<file path="config.mk">
export PLATFORM = sky130hd
export DESIGN_NAME = if_fetch_flat
export DESIGN_NICKNAME = d
export VERILOG_FILES = /design/src/rtl/if_fetch_if.sv /design/src/rtl/if_fetch.sv /design/src/flat_wrapper.sv
export SDC_FILE = /design/constraint.sdc
export NUM_CORES = 1
export LEC_CHECK = 0
export BUFFER_PORTS_ARGS = -buffer_cell sky130_fd_sc_hd__buf_2
export CAP_MARGIN = 20
export CORE_MARGIN = 5
export CORE_UTILIZATION = 50
export CTS_CLUSTER_SIZE = 30
export DETAILED_ROUTE_END_ITERATION = 8
export PLACE_DENSITY_LB_ADDON = 0.3
export SETUP_SLACK_MARGIN = 0.5
export SLEW_MARGIN = 20
export SYNTH_ARGS = -nofsm -noshare
export SYNTH_HDL_FRONTEND = slang
export SYNTH_SLANG_ARGS = --single-unit
</file>
<file path="constraint.sdc">
create_clock -name clk -period 2.9 [get_ports clk]
set_input_delay 0 -clock clk [delete_from_list [all_inputs] [get_ports clk]]
set_output_delay 0 -clock clk [all_outputs]
set_load 0.005 [all_outputs]
</file>
<file path="src/rtl/if_fetch_if.sv">
`default_nettype none
// ============================================================================
//  Module      : if_fetch_if
//  Description : Instruction-memory request/ack port between IF and memory.
//  Revision    : 1.0 - initial release
// ============================================================================
interface if_fetch_if;
    logic        inst_req_o;
    logic [31:0] inst_addr_o;
    logic        inst_ack_i;
    logic [31:0] inst_rdata_i;

    modport master (
        output inst_req_o,
        output inst_addr_o,
        input  inst_ack_i,
        input  inst_rdata_i
    );

    modport slave (
        input  inst_req_o,
        input  inst_addr_o,
        output inst_ack_i,
        output inst_rdata_i
    );
endinterface
`default_nettype wire

</file>
<file path="src/rtl/if_fetch.sv">
`default_nettype none
// ============================================================================
//  Module      : if_fetch
//  Description : IF stage: owns the PC, fetches over req/ack, handles stall,
//                flush, delayed branch redirect and misaligned-PC delivery.
//  Revision    : 1.0 - initial release
// ============================================================================
module if_fetch #(
    parameter logic [31:0] RESET_PC = 32'h0000_0000,
    parameter int unsigned PC_STEP  = 4
) (
    input  wire logic        clk,
    input  wire logic        rst_n,
    input  wire logic [5:0]  stall,
    input  wire logic        flush,
    input  wire logic [31:0] new_pc,
    input  wire logic        branch_flag_i,
    input  wire logic [31:0] branch_target_i,
    if_fetch_if.master       mem,
    output logic      [31:0] if_pc,
    output logic      [31:0] if_inst,
    output logic             if_pc_invalid,
    output logic             stallreq_if
);

    localparam logic [31:0] C_PC_STEP = 32'(PC_STEP);

    typedef enum logic [1:0] {
        S_IDLE = 2'd0,
        S_REQ  = 2'd1,
        S_HOLD = 2'd2,
        S_DROP = 2'd3
    } state_t;

    state_t      state_q, state_d;
    logic [31:0] pc_q, pc_d;
    logic        br_pend_q, br_pend_d;
    logic [31:0] br_target_q, br_target_d;
    logic [31:0] inst_buf_q, inst_buf_d;
    logic        inv_buf_q, inv_buf_d;
    logic [31:0] drop_addr_q, drop_addr_d;

    logic        w_misaligned;
    logic        w_delivered;
    logic        w_advance;
    logic [31:0] w_adv_pc;
    logic        stall_unused;

    assign stall_unused = ^stall[5:1];
    assign w_misaligned = |pc_q[1:0];
    assign w_adv_pc     = branch_flag_i ? branch_target_i :
                          br_pend_q     ? br_target_q     :
                                          pc_q + C_PC_STEP;

    always_ff @(posedge clk or negedge rst_n) begin
        if (!rst_n) begin
            state_q     <= S_IDLE;
            pc_q        <= RESET_PC;
            br_pend_q   <= 1'b0;
            br_target_q <= 32'h0;
            inst_buf_q  <= 32'h0;
            inv_buf_q   <= 1'b0;
            drop_addr_q <= 32'h0;
        end else begin
            state_q     <= state_d;
            pc_q        <= pc_d;
            br_pend_q   <= br_pend_d;
            br_target_q <= br_target_d;
            inst_buf_q  <= inst_buf_d;
            inv_buf_q   <= inv_buf_d;
            drop_addr_q <= drop_addr_d;
        end
    end

    // Output decode; a misaligned PC is delivered at once without touching memory.
    always_comb begin
        mem.inst_req_o  = 1'b0;
        mem.inst_addr_o = 32'h0;
        if_pc           = 32'h0;
        if_inst         = 32'h0;
        if_pc_invalid   = 1'b0;
        stallreq_if     = 1'b0;
        w_delivered     = 1'b0;
        case (state_q)
            S_REQ: begin
                if_pc = pc_q;
                if (w_misaligned) begin
                    if_pc_invalid = 1'b1;
                    w_delivered   = 1'b1;
                end else begin
                    mem.inst_req_o  = 1'b1;
                    mem.inst_addr_o = pc_q;
                    stallreq_if     = !mem.inst_ack_i;
                    if (mem.inst_ack_i) begin
                        if_inst     = mem.inst_rdata_i;
                        w_delivered = 1'b1;
                    end
                end
            end
            S_HOLD: begin
                if_pc         = pc_q;
                if_inst       = inst_buf_q;
                if_pc_invalid = inv_buf_q;
            end
            S_DROP: begin
                mem.inst_req_o  = 1'b1;
                mem.inst_addr_o = drop_addr_q;
                stallreq_if     = 1'b1;
            end
            default: ;
        endcase
    end

    always_comb begin
        state_d     = state_q;
        pc_d        = pc_q;
        br_pend_d   = br_pend_q;
        br_target_d = br_target_q;
        inst_buf_d  = inst_buf_q;
        inv_buf_d   = inv_buf_q;
        drop_addr_d = drop_addr_q;
        w_advance   = 1'b0;

        if (flush) begin
            pc_d      = new_pc;
            br_pend_d = 1'b0;
            // An un-acked request cannot be withdrawn, so wait it out in S_DROP.
            if (state_q == S_REQ && !w_misaligned && !mem.inst_ack_i) begin
                state_d     = S_DROP;
                drop_addr_d = pc_q;
            end else if (state_q == S_DROP && !mem.inst_ack_i) begin
                state_d = S_DROP;
            end else begin
                state_d = S_REQ;
            end
        end else begin
            case (state_q)
                S_IDLE: state_d = S_REQ;
                S_REQ: begin
                    if (w_delivered) begin
                        if (stall[0]) begin
                            inst_buf_d = w_misaligned ? 32'h0 : mem.inst_rdata_i;
                            inv_buf_d  = w_misaligned;
                            state_d    = S_HOLD;
                        end else begin
                            w_advance = 1'b1;
                        end
                    end
                end
                S_HOLD: begin
                    if (!stall[0]) begin
                        w_advance = 1'b1;
                        state_d   = S_REQ;
                    end
                end
                S_DROP: begin
                    if (mem.inst_ack_i) state_d = S_REQ;
                end
                default: state_d = S_IDLE;
            endcase

            if (w_advance) begin
                pc_d      = w_adv_pc;
                br_pend_d = 1'b0;
            end else if (branch_flag_i) begin
                br_pend_d   = 1'b1;
                br_target_d = branch_target_i;
            end
        end
    end

endmodule
`default_nettype wire
</file>
<file path="src/flat_wrapper.sv">
// flat-port wrapper written by rule: the top's interface ports become plain ports
module if_fetch_flat 
#(
    parameter logic [31:0] RESET_PC = 32'h0000_0000,
    parameter int unsigned PC_STEP  = 4
)
  (clk, rst_n, stall, flush, new_pc, branch_flag_i, branch_target_i, if_pc, if_inst, if_pc_invalid, stallreq_if, mem_inst_req_o, mem_inst_addr_o, mem_inst_ack_i, mem_inst_rdata_i);
  if_fetch_if mem_i ();
  input  wire logic clk;
  input  wire logic rst_n;
  input  wire logic [5:0] stall;
  input  wire logic flush;
  input  wire logic [31:0] new_pc;
  input  wire logic branch_flag_i;
  input  wire logic [31:0] branch_target_i;
  output logic      [31:0] if_pc;
  output logic      [31:0] if_inst;
  output logic if_pc_invalid;
  output logic stallreq_if;
  output wire logic [$bits(mem_i.inst_req_o)-1:0] mem_inst_req_o;
  output wire logic [$bits(mem_i.inst_addr_o)-1:0] mem_inst_addr_o;
  input wire logic [$bits(mem_i.inst_ack_i)-1:0] mem_inst_ack_i;
  input wire logic [$bits(mem_i.inst_rdata_i)-1:0] mem_inst_rdata_i;
  assign mem_inst_req_o = mem_i.inst_req_o;
  assign mem_inst_addr_o = mem_i.inst_addr_o;
  assign mem_i.inst_ack_i = mem_inst_ack_i;
  assign mem_i.inst_rdata_i = mem_inst_rdata_i;
  if_fetch #(.RESET_PC(RESET_PC), .PC_STEP(PC_STEP)) u_core (.clk(clk), .rst_n(rst_n), .stall(stall), .flush(flush), .new_pc(new_pc), .branch_flag_i(branch_flag_i), .branch_target_i(branch_target_i), .mem(mem_i), .if_pc(if_pc), .if_inst(if_inst), .if_pc_invalid(if_pc_invalid), .stallreq_if(stallreq_if));
endmodule
</file>
==> run_results.csv <==
group,metric,value,unit
layout,area.sequential,3300,um2
setup_path,r2r_cells,8,
global_routing,grt_overflow,0,
die,num_rows,45,
global_routing,antenna_found_initial,0,
sta,final_max_slew_viol_count,0,
setup_path,worstPathRequired,3.19,ns
place,port_buffers,200,
routing,wirelength,24300,um
sta,finalCriticalPeriod,2.35,ns
sta,finClkSkew,0.00852,ns
synthesis,yosysMostFrequentCell,"dfrtp_1",
power_and_ir_drop,pwr-share-comb,40.4,%
sta,tightestPinTransition,0.751,ns
clock_network,worst_skew_pair.late_latency,0.42,ns
setup_path,cpPeakStageDelay,0.42,ns
routing,routed_via_density,5.90,
global_routing,grt_usage,27.4,%
hold_path,min_to,"u_core.pc_q[18]",
sta,finalSetupViolCount,0,
synthesis,synth_top_area_share,43.4,%
global_routing,grt_pass1_wl,39200,um
sta,timing.final.crit_share,80.9,%
hold_path,hold_path_class,"primary input to flip-flop",
power_and_ir_drop,intPower,5.57,mW
power_and_ir_drop,p_sw_share,38.4,%
clock_network,max-clock-path-buffers,2,
routing,drtPass1Iterations,5,
outcome,status,"finished clean",
place,gp_congestion,0.872,
layout,multi_input_area,3990,um2
clock_network,numCtsBuffers,17,
power_and_ir_drop,irDropWorstVdd,0.000664,V
setup_path,cp-end-kind,"flip-flop",
synthesis,synth_edf_count,0,
synthesis,netlist_instances,827,
power_and_ir_drop,leakagePower,4.86,nW
setup_path,critPathSlowestCell,"dfrtp_1",
setup_path,r2r-end,"u_core.br_target_q[13]",
synthesis,synth_nets,938,
die,start_util,50.6,%
layout,num-fill-cells,1144,
clock_network,clkTransAtPathRegs,0.06,ns
global_routing,grt_max_degree,83,
die,ios,206,
routing,drt_iter0_markers,810,
place,dp_hpwl,15400,um
clock_network,clockRootBuffer,"clkbuf_16",
setup_path,critPathKind,"flip-flop to flip-flop",
layout,area_growth,36.1,%
synthesis,async_flop_share,100,%
global_routing,grt_pass1_vias,7637,
setup_path,crit_chain,"inv_1 -> ha_2 -> or2_4 -> o31a_1 -> buf_4 -> nand2_1 -> buf_8 -> mux2_1",
synthesis,synth_ff_type,"dfrtp_1",
setup_path,startpoint,"u_core.state_q[0]",
sta,slew_headroom,49.9,%
synthesis,yosys-top-cells-count,"dfrtp_1, nand2_1, nor2_1",
die,die_h,133,um
routing,final_antenna_net_count,0,
power_and_ir_drop,switchingPower,3.47,mW
routing,drc,0,
layout,drive_above_1_share,30.2,%
synthesis,avgSynthCellArea,9.20,um2
clock_network,cts_sinks,132,
die,coreArea,15000,um2
synthesis,synth-seq-cells,132,
power_and_ir_drop,p_per_area,873,nW/um2
setup_path,r2r_slack,0.55,ns
sta,fmax,426,MHz
setup_path,r2r_start,"u_core.state_q[0]",
clock_network,cts_htree_levels,4,
run,maxCapViolCount,0,
die,fp.dieW,133,um
hold_path,holdPathStages,4,
layout,fin_cells,1289,
sta,rsz0062_at_grt,"yes",
setup_path,cp.arrival,2.64,ns
setup_path,cp-start-kind,"flip-flop",
synthesis,synth_area_leaders,"dfrtp_1, mux2_2, nand2_1",
synthesis,synth_seq_area_share,43.4,%
sta,tns,0,ns
synthesis,synth_cell_types,65,
sta,hold_viol_final,0,
layout,fin_nets,1199,
layout,antenna_cells,0,
place,dp_cells,1163,
clock_network,cts_tree,"done",
power_and_ir_drop,seqPwrFrac,35.9,%
synthesis,yosysWarnings,0,
routing,wire_per_inst,18.9,um
routing,dr_total_vias,7604,
synthesis,syn_area,7610,um2
hold_path,min-delay-start,"new_pc[18]",
power_and_ir_drop,power.share.clock,23.7,%
setup_path,cp_max_fo,18,
synthesis,yosys.area.top_type,"dfrtp_1",
die,die_area,17800,um2
area by class of cell:
class | count | area share (%)
clock buffer | 20 | 4.51
clock inverter | 12 | 1.23
inverter | 11 | 0.399
multi-input combinational | 607 | 38.6
sequential | 132 | 31.9
tap | 188 | 2.27
timing repair buffer | 319 | 21.1
power by group through the flow:
stage | Sequential (mW) | Combinational (mW) | Clock [mW]
2_1_floorplan | 2.95 | 2.35 | 0
3_3_place_gp | 3.21 | 3.39 | 0
3_5_place_dp | 3.24 | 3.46 | 0
4_1_cts | 3.22 | 3.57 | 2.16
5_1_grt | 3.34 | 4.02 | 2.26
6_report | 3.25 | 3.65 | 2.15
sequential cells by signal, summed over array words and instances (netlist names):
signal,flops
u_core.br_pend_q,1
u_core.br_target_q,32
u_core.inv_buf_q,1
u_core.inst_buf_q,32
u_core.pc_q,32
u_core.state_q,2
u_core.drop_addr_q,32
critical path: cells and delay by family, from the launching register on:
family                     cells  cell delay (ns)
buffers and inverters          3             0.46
adders and majority gates      1             0.27
DFF                            1             0.42
and+or+nand+nor                2             0.39
muxes                          1             0.35
AOI/OAI and AO/OA              1             0.32
stage by stage:
stage                     setup WS [ns]  power, mW  cell area, um2  util (%)  hold slack [ns]
after floorplan                   0.729       5.31            7610         -           -0.296
after global placement            0.551       6.60            8760      58.2            0.108
after detailed placement          0.482       6.69            8760      58.2            0.101
after CTS                         0.480       8.95           10300      68.5           0.0285
after global routing              0.498       9.61           10400      68.9           0.0808
final                             0.554       9.04           10400      68.9           0.0431
logic make-up after synthesis:
| family | after synthesis | synth area share (%) |
|---|---|---|
| and+or+nand+nor | 328 | 21.2 |
| AOI/OAI and AO/OA | 210 | 20.5 |
| DFF | 132 | 43.4 |
| buffers and inverters | 88 | 4.75 |
| muxes | 63 | 9.23 |
| adders and majority gates | 4 | 0.658 |
| xor gates and xnor gates | 2 | 0.230 |
worst max-delay path by stage:
stage / endpoint / slack, ns
6_report: u_core.br_target_q[13] / 0.55
5_1_grt: u_core.br_target_q[4] / 0.50
4_1_cts: u_core.pc_q[11] / 0.48
3_5_place_dp: u_core.pc_q[11] / 0.48
3_3_place_gp: u_core.br_target_q[0] / 0.55
2_1_floorplan: u_core.pc_q[25] / 0.73
cell usage in the layout (no fill, tap or decap), types with 9 or more instances in the layout:
cell type,count
dfrtp_1,131
o21ai_0,35
clkbuf_16,17
buf_2,199
a22oi_1,37
dlygate4sd3_1,94
nor2_1,70
a22o_1,27
a21oi_1,22
a221oi_1,12
mux2_2,42
nand4_1,9
inv_1,9
mux2_1,15
nand2_1,112
nand3_1,49
nor2b_1,29
buf_4,19
layer usage:
layer	track usage, %	wire, um
met1	36.3	10300
met2	43.8	11700
met3	6.50	1730
met4	10.3	561
met5	0	0
timing repair:
action / in CTS / in global routing
setup buffers: 0 / 0
endpoints found under the setup margin: 33 / 81
gates cloned: 0 / 0
hold buffers: 94 / 0
hold endpoints to repair: 174 / 0
gates resized for setup: 2 / 14
No activity file was read; power rests on OpenSTA's default activity.
